<file path="config.mk">
export PLATFORM = sky130hd
export DESIGN_NAME = mem_burst_master
export DESIGN_NICKNAME = d
export VERILOG_FILES = /design/src/rtl/mem_burst_master.sv
export SDC_FILE = /design/constraint.sdc
export NUM_CORES = 1
export LEC_CHECK = 0
export CAP_MARGIN = 20
export CORE_MARGIN = 8
export CORE_UTILIZATION = 56
export CTS_CLUSTER_DIAMETER = 40
export DETAILED_ROUTE_END_ITERATION = 12
export PLACE_DENSITY = 0.94
export SKIP_LAST_GASP = 1
export SLEW_MARGIN = 20
export SYNTH_ARGS = -nofsm -noshare
export SYNTH_HDL_FRONTEND = slang
export SYNTH_SLANG_ARGS = --single-unit
</file>
<file path="constraint.sdc">
create_clock -name clock -period 5.9 [get_ports clock]
set_input_delay 1.18 -clock clock [delete_from_list [all_inputs] [get_ports clock]]
set_output_delay 1.18 -clock clock [all_outputs]
set_load 0.005 [all_outputs]
</file>
<file path="src/rtl/mem_burst_master.sv">
// rtl/mem_burst_master.sv - block refill/write-back initiator over the single-word main-memory protocol
// Optional per-word watchdog enabled by defining MEM_TIMEOUT_EN.
module mem_burst_master #(
    parameter int ADDR_W         = 10,
    parameter int DATA_W         = 32,
    parameter int WORDS          = 4,
    parameter int TIMEOUT_CYCLES = 64
) (
    input  logic                    clock,
    input  logic                    reset_n,
    input  logic                    req_valid,
    output logic                    req_ready,
    input  logic                    req_write,
    input  logic [ADDR_W-1:0]       req_addr,
    input  logic [WORDS*DATA_W-1:0] req_wdata,
    output logic                    resp_valid,
    output logic [WORDS*DATA_W-1:0] resp_rdata,
    output logic                    resp_error,
    output logic                    busy,
    output logic                    mem_read_or_write,
    output logic [ADDR_W-1:0]       mem_address,
    output logic [DATA_W-1:0]       mem_write_data,
    input  logic                    mem_done,
    input  logic [DATA_W-1:0]       mem_read_data
);
    localparam int IDX_W = $clog2(WORDS);
    localparam int OFF_W = IDX_W + 2;
    localparam int BLK_W = WORDS * DATA_W;

    typedef enum logic [1:0] {S_IDLE, S_ISSUE, S_WAIT, S_RESP} state_t;

    state_t                    r_state;
    logic [IDX_W-1:0]          r_idx;
    logic                      r_write;
    logic [ADDR_W-OFF_W-1:0]   r_base;
    logic [BLK_W-1:0]          r_wdata;
    logic [BLK_W-1:0]          r_buf;
    logic [BLK_W-1:0]          r_rdata;
    logic                      r_req_ready;
    logic                      r_busy;
    logic                      r_resp_valid;
    logic                      r_mem_rw;
    logic [ADDR_W-1:0]         r_mem_addr;
    logic [DATA_W-1:0]         r_mem_wdata;
    logic                      r_sync1;
    logic                      r_sync2;
    logic                      r_sync_q;

    logic                      w_done_evt;
    logic                      w_last;
    logic                      w_timeout;
    logic [BLK_W-1:0]          w_buf_next;
    logic                      w_unused_addr;

    assign w_done_evt    = r_sync2 & ~r_sync_q;
    assign w_last        = (r_idx == IDX_W'(WORDS - 1));
    assign w_unused_addr = ^req_addr[OFF_W-1:0];

    // The refill block is assembled in r_buf so resp_rdata keeps the previous block until completion.
    always_comb begin
        w_buf_next = r_buf;
        w_buf_next[int'(r_idx)*DATA_W +: DATA_W] = mem_read_data;
    end

    always_ff @(posedge clock or negedge reset_n) begin
        if (!reset_n) begin
            r_sync1  <= 1'b0;
            r_sync2  <= 1'b0;
            r_sync_q <= 1'b0;
        end else begin
            r_sync1  <= mem_done;
            r_sync2  <= r_sync1;
            r_sync_q <= r_sync2;
        end
    end

`ifdef MEM_TIMEOUT_EN
    localparam int TMO_W = $clog2(TIMEOUT_CYCLES + 1);
    logic [TMO_W-1:0] r_tmo_cnt;
    logic             r_resp_error;

    assign w_timeout  = (r_state == S_WAIT) && !w_done_evt &&
                        (r_tmo_cnt == TMO_W'(TIMEOUT_CYCLES - 1));
    assign resp_error = r_resp_error;

    always_ff @(posedge clock or negedge reset_n) begin
        if (!reset_n) begin
            r_tmo_cnt    <= '0;
            r_resp_error <= 1'b0;
        end else begin
            r_resp_error <= w_timeout;
            if (r_state == S_ISSUE)
                r_tmo_cnt <= '0;
            else if (r_state == S_WAIT && !w_timeout)
                r_tmo_cnt <= r_tmo_cnt + TMO_W'(1);
        end
    end
`else
    assign w_timeout  = (TIMEOUT_CYCLES < 0);
    assign resp_error = 1'b0;
`endif

    always_ff @(posedge clock or negedge reset_n) begin
        if (!reset_n) begin
            r_state      <= S_IDLE;
            r_idx        <= '0;
            r_write      <= 1'b0;
            r_base       <= '0;
            r_wdata      <= '0;
            r_buf        <= '0;
            r_rdata      <= '0;
            r_req_ready  <= 1'b1;
            r_busy       <= 1'b0;
            r_resp_valid <= 1'b0;
            r_mem_rw     <= 1'b0;
            r_mem_addr   <= '0;
            r_mem_wdata  <= '0;
        end else begin
            case (r_state)
                S_IDLE: begin
                    if (req_valid) begin
                        r_write     <= req_write;
                        r_base      <= req_addr[ADDR_W-1:OFF_W];
                        r_wdata     <= req_wdata;
                        r_buf       <= '0;
                        r_idx       <= '0;
                        r_req_ready <= 1'b0;
                        r_busy      <= 1'b1;
                        r_state     <= S_ISSUE;
                    end
                end
                S_ISSUE: begin
                    r_mem_addr  <= {r_base, r_idx, 2'b00};
                    r_mem_rw    <= r_write;
                    r_mem_wdata <= r_wdata[int'(r_idx)*DATA_W +: DATA_W];
                    r_state     <= S_WAIT;
                end
                S_WAIT: begin
                    if (w_done_evt) begin
                        if (!r_write)
                            r_buf <= w_buf_next;
                        if (w_last) begin
                            if (!r_write)
                                r_rdata <= w_buf_next;
                            r_resp_valid <= 1'b1;
                            r_state      <= S_RESP;
                        end else begin
                            r_idx   <= r_idx + IDX_W'(1);
                            r_state <= S_ISSUE;
                        end
                    end else if (w_timeout) begin
                        if (!r_write)
                            r_rdata <= r_buf;
                        r_resp_valid <= 1'b1;
                        r_state      <= S_RESP;
                    end
                end
                S_RESP: begin
                    r_resp_valid <= 1'b0;
                    r_req_ready  <= 1'b1;
                    r_busy       <= 1'b0;
                    r_state      <= S_IDLE;
                end
                default: r_state <= S_IDLE;
            endcase
        end
    end

    assign req_ready         = r_req_ready;
    assign busy              = r_busy;
    assign resp_valid        = r_resp_valid;
    assign resp_rdata        = r_rdata;
    assign mem_read_or_write = r_mem_rw;
    assign mem_address       = r_mem_addr;
    assign mem_write_data    = r_mem_wdata;
endmodule

</file>
Word level (Yosys, flattened, before mapping)
Index checks and enable logic that the tools add are counted.
{ "totals": {"register_bits": 442} }
{ "op_classes": {"n_addsub": 2, "eq_ne": 9, "shifts": 3, "mux": 20, "bitwise": 3, "n_reduce_logical": 11} }
{ "op_table": {"columns": ["operator", "n"], "rows": [
  ["2-to-1 mux 128 bit", 3],
  ["one-hot mux 128 bit (2 select lines)", 1],
  ["bitwise mux 128 bit", 1],
  ["variable shift 32 x 33 -> 128 bit (first input constant)", 1],
  ["indexed part select 128 x 8 -> 32 bit", 1],
  ["indexed part select 32 x 33 -> 128 bit", 1],
  ["negation 7 -> 33 bit", 1],
  ["2-to-1 mux 2 bit", 6],
  ["AND reduction 4 bit", 3],
  ["!= test 2 bit (second input constant)", 5],
  ["one-hot mux 2 bit (4 select lines)", 1],
  ["equality test 2 bit (second input constant)", 3],
  ["one-hot mux 1 bit (2 select lines)", 3],
  ["AND reduction 2 bit", 3],
  ["nonzero test 2 bit", 3],
  ["2-to-1 mux 1 bit", 4],
  ["one-hot mux 2 bit (2 select lines)", 1],
  ["AND reduction 3 bit", 1],
  ["adder 2 x 1 -> 2 bit (second input constant)", 1],
  ["equality test 2 x 1 -> 1 bit (second input constant)", 1],
  ["logical NOT 2 bit", 1],
  ["inverter 1 bit", 2],
  ["bitwise AND 1 bit", 1]
]} }

Depth between registers and ports, before layout
Gate-level depths: netlist of the first run.
{ "logic_depth": {"depth_word": 6, "depth_mapped": 11} }

Worst setup path after synthesis of the first run
OpenSTA, ideal clock, no wires.
{ "synth_timing": {"path_type": "register to register", "startpoint": "reg r_idx[0]", "endpoint": "reg r_rdata[97], in the netlist resp_rdata[97]", "arrival_time_ps": 2749, "required_ps": 5804, "setup_slack_ps": 3055, "path_stages_with_launch": 12, "n_path_buf": 6, "synth_period_minus_slack_ps": 2845, "cell_sequence": "dfrtp_1 > buf_6 > buf_2 > buf_1 > inv_1 > ha_1 > or3b_1 > buf_2 > or2_1 > buf_2 > buf_6 > o31ai_1"} }
{ "synth_between": {"elab_chain_len": 3, "word_cells_on_any_way": 6, "cone_classes": "1 x add/sub; 1 x eq/ne; 2 x shift; 1 x mux; 1 x reduce/logical"} }
{ "synth_rtl": {"columns": ["item", "line_no", "source"], "rows": [
  ["start, declared", "33", "logic [IDX_W-1:0] r_idx;"],
  ["start signal, assigned", "148", "r_idx <= r_idx + IDX_W'(1);"],
  ["negation 7 -> 33 bit", "62", "w_buf_next[int'(r_idx)*DATA_W +: DATA_W] = mem_read_data;"],
  ["indexed part select 32 x 33 -> 128 bit / variable shift 32 x 33 -> 128 bit (equally long branches)", "62", null],
  ["bitwise mux 128 bit", "62", null],
  ["end signal, assigned", "144", "r_rdata <= w_buf_next;"],
  ["end signal, assigned", "153", "r_rdata <= r_buf;"],
  ["end, declared", "38", "logic [BLK_W-1:0] r_rdata;"]
]} }
Parallel ways exist; a longest one is shown, timed or not.
A chain may end at the register's enable or synchronous reset.

Final worst setup path of the first run
{ "layout_timing": {"startpoint": "in req_valid", "endpoint": "reg r_wdata[98]"} }
{ "layout_between": {"elab_chain_len": 1} }
{ "layout_rtl": {"columns": ["item", "line_no", "source"], "rows": [
  ["start, declared", "11", "input logic req_valid,"],
  ["AND reduction 2 bit (no source line)", null, null],
  ["end signal, assigned", "124", "r_wdata <= req_wdata;"],
  ["end, declared", "36", "logic [BLK_W-1:0] r_wdata;"]
]} }
No other way between the ends.

==> run metrics, run 1 <==
Sw Ratio=32.26%; Final Slew Violations=0; stage delay of the slowest cell on the critical path=0.68 ns; MaxCap Viol Count=0; Final HPWL DP=34,340 um; post-synth design cell area=17,510 sq um; synthesis warning total=0; clock network fraction of total power=29.7%; shortest clock period the worst path allows after layout=3.129 ns; critical path data required time=6.33 ns; timing-limited maximum frequency=0.3196 GHz; Fin. Hold Viols=0; antenna violations before repair=4; CTS tree=built; number of top-level design ports=350; final period utilization=53.04%; All-Layer GR Usage=29.02%; Initial Util=57.09%; ordered list of cells on the worst path=clkdlybuf4s50_1 > nor3b_2 > buf_12 > mux2_2; leading register cell type out of synthesis=sky130_fd_sc_hd__dfrtp_1; critical setup path kind=in -> reg; number of design rule violations left after detail routing=0; origin of the critical flop-to-flop path=r_idx[0]$_DFFE_PN0P_; Die Span X=192.8 um; Final Skew=0.01837 ns; transition at the pin with the smallest max-transition slack=1.153 ns; share of async-settable or async-resettable flops after synthesis=100.0%; headroom to the max-slew limit=23.13%; Inserted Clock Buffers=50; Yosys cell types=42; net count reported at finish=1,852; unrepaired setup endpoints after global routing=no; switching power=3.339 mW; vias per inst=6.267; Crit path arrival time=3.56 ns; count of TritonRoute iterations in the first routing pass=5; Crit Reg-Reg Endpoint=r_buf[81]$_DFFE_PN0P_; Skew-Pair Late Insertion Delay=0.55 ns; die outline area=37,180 sq um; Worst setup endpoint=r_wdata[98]$_DFFE_PN0P_; root buf cell=sky130_fd_sc_hd__clkbuf_16; maximum number of buffers from clock root to sink=3; ratio of cells with drive above 1 in the final layout=15.60%; Seq/Total Area, Yosys=58.61%; sequential share of power=40.4%; die height=192.8 um; area of the placeable core=30,670 sq um; power per unit of standard cell area=453.2 nW/um^2; post-CTS resize count=0; Register-to-Register Path Depth=7; Crit. End Element=register; CP startpoint=req_valid; register-to-register setup slack=2.77 ns; global-route wire length before repair=83,810 um; Detailed Route Iter0 Violations=1,053; core utilization of the finished layout=74.47%; total setup buffers inserted after CTS=0; post-route setup TNS=0 ns; number of storage elements in the synthesis netlist=410; average footprint of a synthesized cell=12.77 sq um; HP Class=reg -> reg; clock transition at the register clock pins on the worst setup and hold paths after CTS=0.06 ns; Setup crit start kind=input port; post-route antenna net violation count=0; RePlAce Congestion=0.8006; final setup fails=0; Congestion Overflow GR=0; # rows=64; highest-delay cell along the critical path=sky130_fd_sc_hd__nor3b_2; via count of the first global-routing pass=14,312; maximum level of the CTS H-tree=2; PnR Total Power=10.35 mW; result of the run=finished clean; Wirelength per Cell=25.74 um; largest fanout on the critical path=134; number of flops mapped to enable cells by yosys=0; number of hold buffers added after CTS=0; Clock Sink Count=410; Static Leak=9.627 nW; number of standard cells after synthesis=1,371; combinational fraction of design power=29.9%; Peak supply drop=0.3593 mV; Area Growth Syn to Fin=30.44%; internal cell power=7.010 mW; number of buffer cells added on primary ports=342; WL final=54,300 um; maximum number of pins on one net before global-route repair=170; total number of vias=13,223
==> cell families after synthesis <==
group | count (synthesis) | synth area share (%)
compound gates | 365 | 14.86
mux | 272 | 17.02
other cells | 1 | 0.02142
simple gates | 131 | 4.395
fa+ha+maj | 5 | 0.3573
buf+inv | 187 | 4.745
flops | 410 | 58.61
==> synth_stat cells, types with 36 or more instances <==
cell type / instances / area [sq um]
sky130_fd_sc_hd__nand2_1: 39 / 146.4
sky130_fd_sc_hd__a21oi_1: 36 / 180.2
sky130_fd_sc_hd__mux2_2: 143 / 1610
sky130_fd_sc_hd__o31ai_1: 63 / 473.0
sky130_fd_sc_hd__nand2b_1: 37 / 231.5
sky130_fd_sc_hd__o21ai_0: 70 / 350.3
sky130_fd_sc_hd__mux2_1: 62 / 698.2
sky130_fd_sc_hd__mux2i_1: 67 / 670.6
sky130_fd_sc_hd__inv_1: 71 / 266.5
sky130_fd_sc_hd__dfrtp_1: 409 / 10230
sky130_fd_sc_hd__a22o_1: 96 / 840.8
sky130_fd_sc_hd__clkbuf_1: 71 / 266.5
==> how the worst min path moves through the flow <==
stage	start	to	slack [ns]	cells past startpoint
2_1_floorplan	r_sync1$_DFF_PN0_	r_sync2$_DFF_PN0_	0.33	0
3_3_place_gp	r_sync1$_DFF_PN0_	r_sync2$_DFF_PN0_	0.34	0
3_5_place_dp	r_sync1$_DFF_PN0_	r_sync2$_DFF_PN0_	0.34	0
4_1_cts	r_sync1$_DFF_PN0_	r_sync2$_DFF_PN0_	0.35	0
5_1_grt	r_sync1$_DFF_PN0_	r_sync2$_DFF_PN0_	0.35	0
6_report	r_sync1$_DFF_PN0_	r_sync2$_DFF_PN0_	0.35	0
==> metrics by stage <==
stage / hold WS, ns / setup slack [ns] / area [sq um] / instances
2_1_floorplan: 0.3312 / 3.055 / 17520 / 1373
3_3_place_gp: 0.3387 / 2.327 / 21150 / 2016
3_5_place_dp: 0.3364 / 2.224 / 21150 / 2016
4_1_cts: 0.3479 / 2.800 / 22830 / 2108
5_1_grt: 0.3528 / 2.617 / 22830 / 2108
6_report: 0.3455 / 2.771 / 22840 / 2110
==> registers in the layout (all words and copies together), names as in the netlist <==
signal             flops
r_sync_q               1
resp_rdata           128
r_base                 6
busy                   1
req_ready              1
resp_valid             1
r_state                2
r_buf                 96
r_idx                  2
mem_address            8
mem_write_data        32
r_sync1                1
r_write                1
r_sync2                1
r_wdata              128
mem_read_or_write      1
==> worst max-delay path, delay by kind of cell <==
family | cells | cell delay [ns]
buf+inv | 2 | 1.15
simple gates | 1 | 0.68
mux | 1 | 0.44
==> area by class of cell <==
class                      instances  area, sq um
sequential                       410        10260
timing repair buffer             363         3623
multi-input combinational        776         6496
tap                              396        495.5
inverter                          71        266.5
antenna                            2        5.005
clock inverter                    26        264.0
clock buffer                      66         1423
fill                            1808         7831
==> power by group through the flow <==
stage	sequential, mW	clock [mW]	combinational [mW]
after floorplan	3.99	0	1.77
after detailed placement	4.18	0	3.03
after global routing	4.25	3.23	3.30
after global placement	4.11	0	2.89
after CTS	4.17	3.11	3.10
final	4.18	3.07	3.10
==> cell usage in the layout, fill, tap and decap left out, types with 18 or more instances in the layout <==
cell type / instances
sky130_fd_sc_hd__mux2i_1: 67
sky130_fd_sc_hd__buf_4: 18
sky130_fd_sc_hd__mux2_1: 62
sky130_fd_sc_hd__inv_1: 71
sky130_fd_sc_hd__o31ai_1: 63
sky130_fd_sc_hd__a22o_1: 96
sky130_fd_sc_hd__dfrtp_1: 408
sky130_fd_sc_hd__clkdlybuf4s50_1: 341
sky130_fd_sc_hd__o221ai_1: 32
sky130_fd_sc_hd__nor2b_1: 33
sky130_fd_sc_hd__a21oi_1: 36
sky130_fd_sc_hd__nand2b_1: 36
sky130_fd_sc_hd__o21ai_1: 29
sky130_fd_sc_hd__nand2_1: 38
sky130_fd_sc_hd__clkbuf_16: 51
sky130_fd_sc_hd__o21ai_0: 70
sky130_fd_sc_hd__mux2_2: 143
sky130_fd_sc_hd__o32ai_1: 32
==> routing by layer <==
| layer | global-route usage, % | wire, um | vias to the layer above |
|---|---|---|---|
| met5 | 0 | 46 | - |
| met4 | 10.49 | 1753 | 8 |
| met3 | 9.866 | 6457 | 146 |
| met2 | 48.38 | 26440 | 836 |
| met1 | 34.59 | 19610 | 6643 |
| li1 | - | - | 5590 |
(Power assumes the default switching activity.)
==> run 2: changes to the inputs <==
- CORE_UTILIZATION: 56 -> 52
- PLACE_DENSITY: 0.94 -> 0.88
- clock period: 5.9 -> 2.9 ns (I/O delays scaled with it)
==> run metrics, run 2 (synthesis results as in run 1) <==
via count of the first global-routing pass=14,173 (was 14,312); highest-delay cell along the critical path=sky130_fd_sc_hd__or4b_2 (was sky130_fd_sc_hd__nor3b_2); Crit. End Element=register (unchanged); post-CTS resize count=0 (unchanged); Crit path arrival time=3.21 ns (was 3.56 ns); vias per inst=5.997 (was 6.267); leading cell types in the layout, fill and taps excluded=sky130_fd_sc_hd__dfrtp_1 (408), sky130_fd_sc_hd__clkdlybuf4s50_1 (341), sky130_fd_sc_hd__mux2_2 (143) (unchanged); unrepaired setup endpoints after global routing=no (unchanged); timing-limited maximum frequency=0.3678 GHz; Die Span X=199.5 um (was 192.8 um); All-Layer GR Usage=25.81% (was 29.02%); Non-Filler Cell Area, Final=23,170 sq um (was 22,840 sq um); core utilization of the finished layout=69.44% (was 74.47%); number of design rule violations left after detail routing=0 (unchanged); transition at the pin with the smallest max-transition slack=1.077 ns (was 1.153 ns); net count reported at finish=1,872 (was 1,852); Inserted Clock Buffers=49 (was 50); number of buffer cells added on primary ports=342 (unchanged); global-route wire length before repair=80,340 um (was 83,810 um); most frequent standard cell in the layout excluding fill and tap cells=sky130_fd_sc_hd__dfrtp_1 (unchanged); largest fanout on the critical path=12 (was 134); shortest clock period the worst path allows after layout=2.719 ns; post-route antenna net violation count=0 (unchanged); final setup fails=0 (unchanged); Setup crit start kind=register (was input port); Final Slew Violations=0 (unchanged); RePlAce Congestion=0.8396 (was 0.8006); die outline area=39,800 sq um (was 37,180 sq um); Buf/Inv on CP=2 (unchanged); antenna violations before repair=3 (was 4); stage delay of the slowest cell on the critical path=0.85 ns (was 0.68 ns); Final HPWL DP=34,360 um (was 34,340 um); cell count after placement=2,088 (was 2,016); clock transition at the register clock pins on the worst setup and hold paths after CTS=0.06 ns (about the same); post-route setup TNS=0 ns (unchanged); ratio of cells with drive above 1 in the final layout=16.39% (was 15.60%); final period utilization=93.76%; post-route worst setup slack=0.1809 ns (was 2.771 ns); number of top-level design ports=350 (unchanged); headroom to the max-slew limit=28.18% (was 23.13%); CTS tree=built (unchanged); Congestion Overflow GR=0 (unchanged); ordered list of cells on the worst path=inv_1 > ha_2 > or4b_2 > buf_4 > o31ai_1 > mux2_1 (was clkdlybuf4s50_1 > nor3b_2 > buf_12 > mux2_2); maximum number of buffers from clock root to sink=3 (unchanged); HP Class=in -> async (was reg -> reg); post-route insts no fill=2,175 (was 2,110); Final Skew=0.01116 ns (was 0.01837 ns); area of the placeable core=33,360 sq um (was 30,670 sq um); antenna cells=0 (was 2); maximum number of pins on one net before global-route repair=77 (was 170); Wirelength per Cell=23.80 um (was 25.74 um); Static Leak=9.762 nW (was 9.627 nW); total setup buffers inserted after CTS=0 (unchanged); Worst Setup Slack post-DPL=0.1953 ns (was 2.224 ns); count of TritonRoute iterations in the first routing pass=5 (unchanged); MaxCap Viol Count=0 (unchanged); root buf cell=sky130_fd_sc_hd__clkbuf_16 (unchanged); die height=199.5 um (was 192.8 um); area after detailed placement=21,460 sq um (was 21,150 sq um); Skew-Pair Late Insertion Delay=0.56 ns (was 0.55 ns); Initial Util=52.48% (was 57.09%); number of hold buffers added after CTS=0 (unchanged); Fin. Hold Viols=0 (unchanged); WL final=51,770 um (was 54,300 um); Clock Sink Count=410 (unchanged); # rows=67 (was 64); final hold slack=0.05587 ns (was 0.3455 ns); critical path data required time=3.39 ns (was 6.33 ns); power per unit of standard cell area=910.6 nW/um^2 (was 453.2 nW/um^2); total number of vias=13,044 (was 13,223); result of the run=finished clean (unchanged); Worst path top cell family by delay=simple AND/OR/NAND/NOR gates (was buffers and inverters); PnR Total Power=21.10 mW (was 10.35 mW); Peak supply drop=0.6864 mV (was 0.3593 mV); maximum level of the CTS H-tree=2 (unchanged); Detailed Route Iter0 Violations=958 (was 1,053); Area Growth Syn to Fin=32.33% (was 30.44%); critical setup path kind=reg -> reg (was in -> reg)
-- run 2: final timing paths --
path | slack [ns] | depth (start not counted) | from | end
setup / recovery | 0.18 | 6 | r_idx[1]$_DFFE_PN0P_ | resp_rdata[70]$_DFFE_PN0P_
hold / removal | 0.06 | 1 | reset_n | r_wdata[63]$_DFFE_PN0P_
setup reg to reg | 0.18 | 6 | r_idx[1]$_DFFE_PN0P_ | resp_rdata[70]$_DFFE_PN0P_
hold reg to reg | 0.36 | 0 | r_sync1$_DFF_PN0_ | r_sync2$_DFF_PN0_
max in group asynchronous | 2.02 | 2 | reset_n | resp_rdata[103]$_DFFE_PN0P_
min in group clock | 0.36 | 0 | r_sync1$_DFF_PN0_ | r_sync2$_DFF_PN0_
-- run 2: power by group --
| part | leakage (nW) | internal, mW | switching, mW |
|---|---|---|---|
| Clock | 0.817 | 3.88 | 2.44 |
| Sequential | 5.05 | 7.35 | 1.02 |
| Combinational | 3.90 | 3.27 | 3.13 |
| Total | 9.76 | 14.5 | 6.59 |
-- run 2: final cells by class --
type | instances | area, sq um
sequential | 410 | 10260
fill | 2232 | 10200
multi-input combinational | 776 | 6504
timing repair buffer | 384 | 3889
clock buffer | 63 | 1361
tap | 448 | 560.5
clock inverter | 23 | 322.8
inverter | 71 | 266.5
-- run 2: layer usage --
layer	vias to the layer above	track usage (%)	part of all wire [%]
li1	5629	-	-
met1	6635	31.45	38
met2	651	41.73	47
met3	123	8.875	11
met4	6	10.44	3.4
met5	-	0	0.066
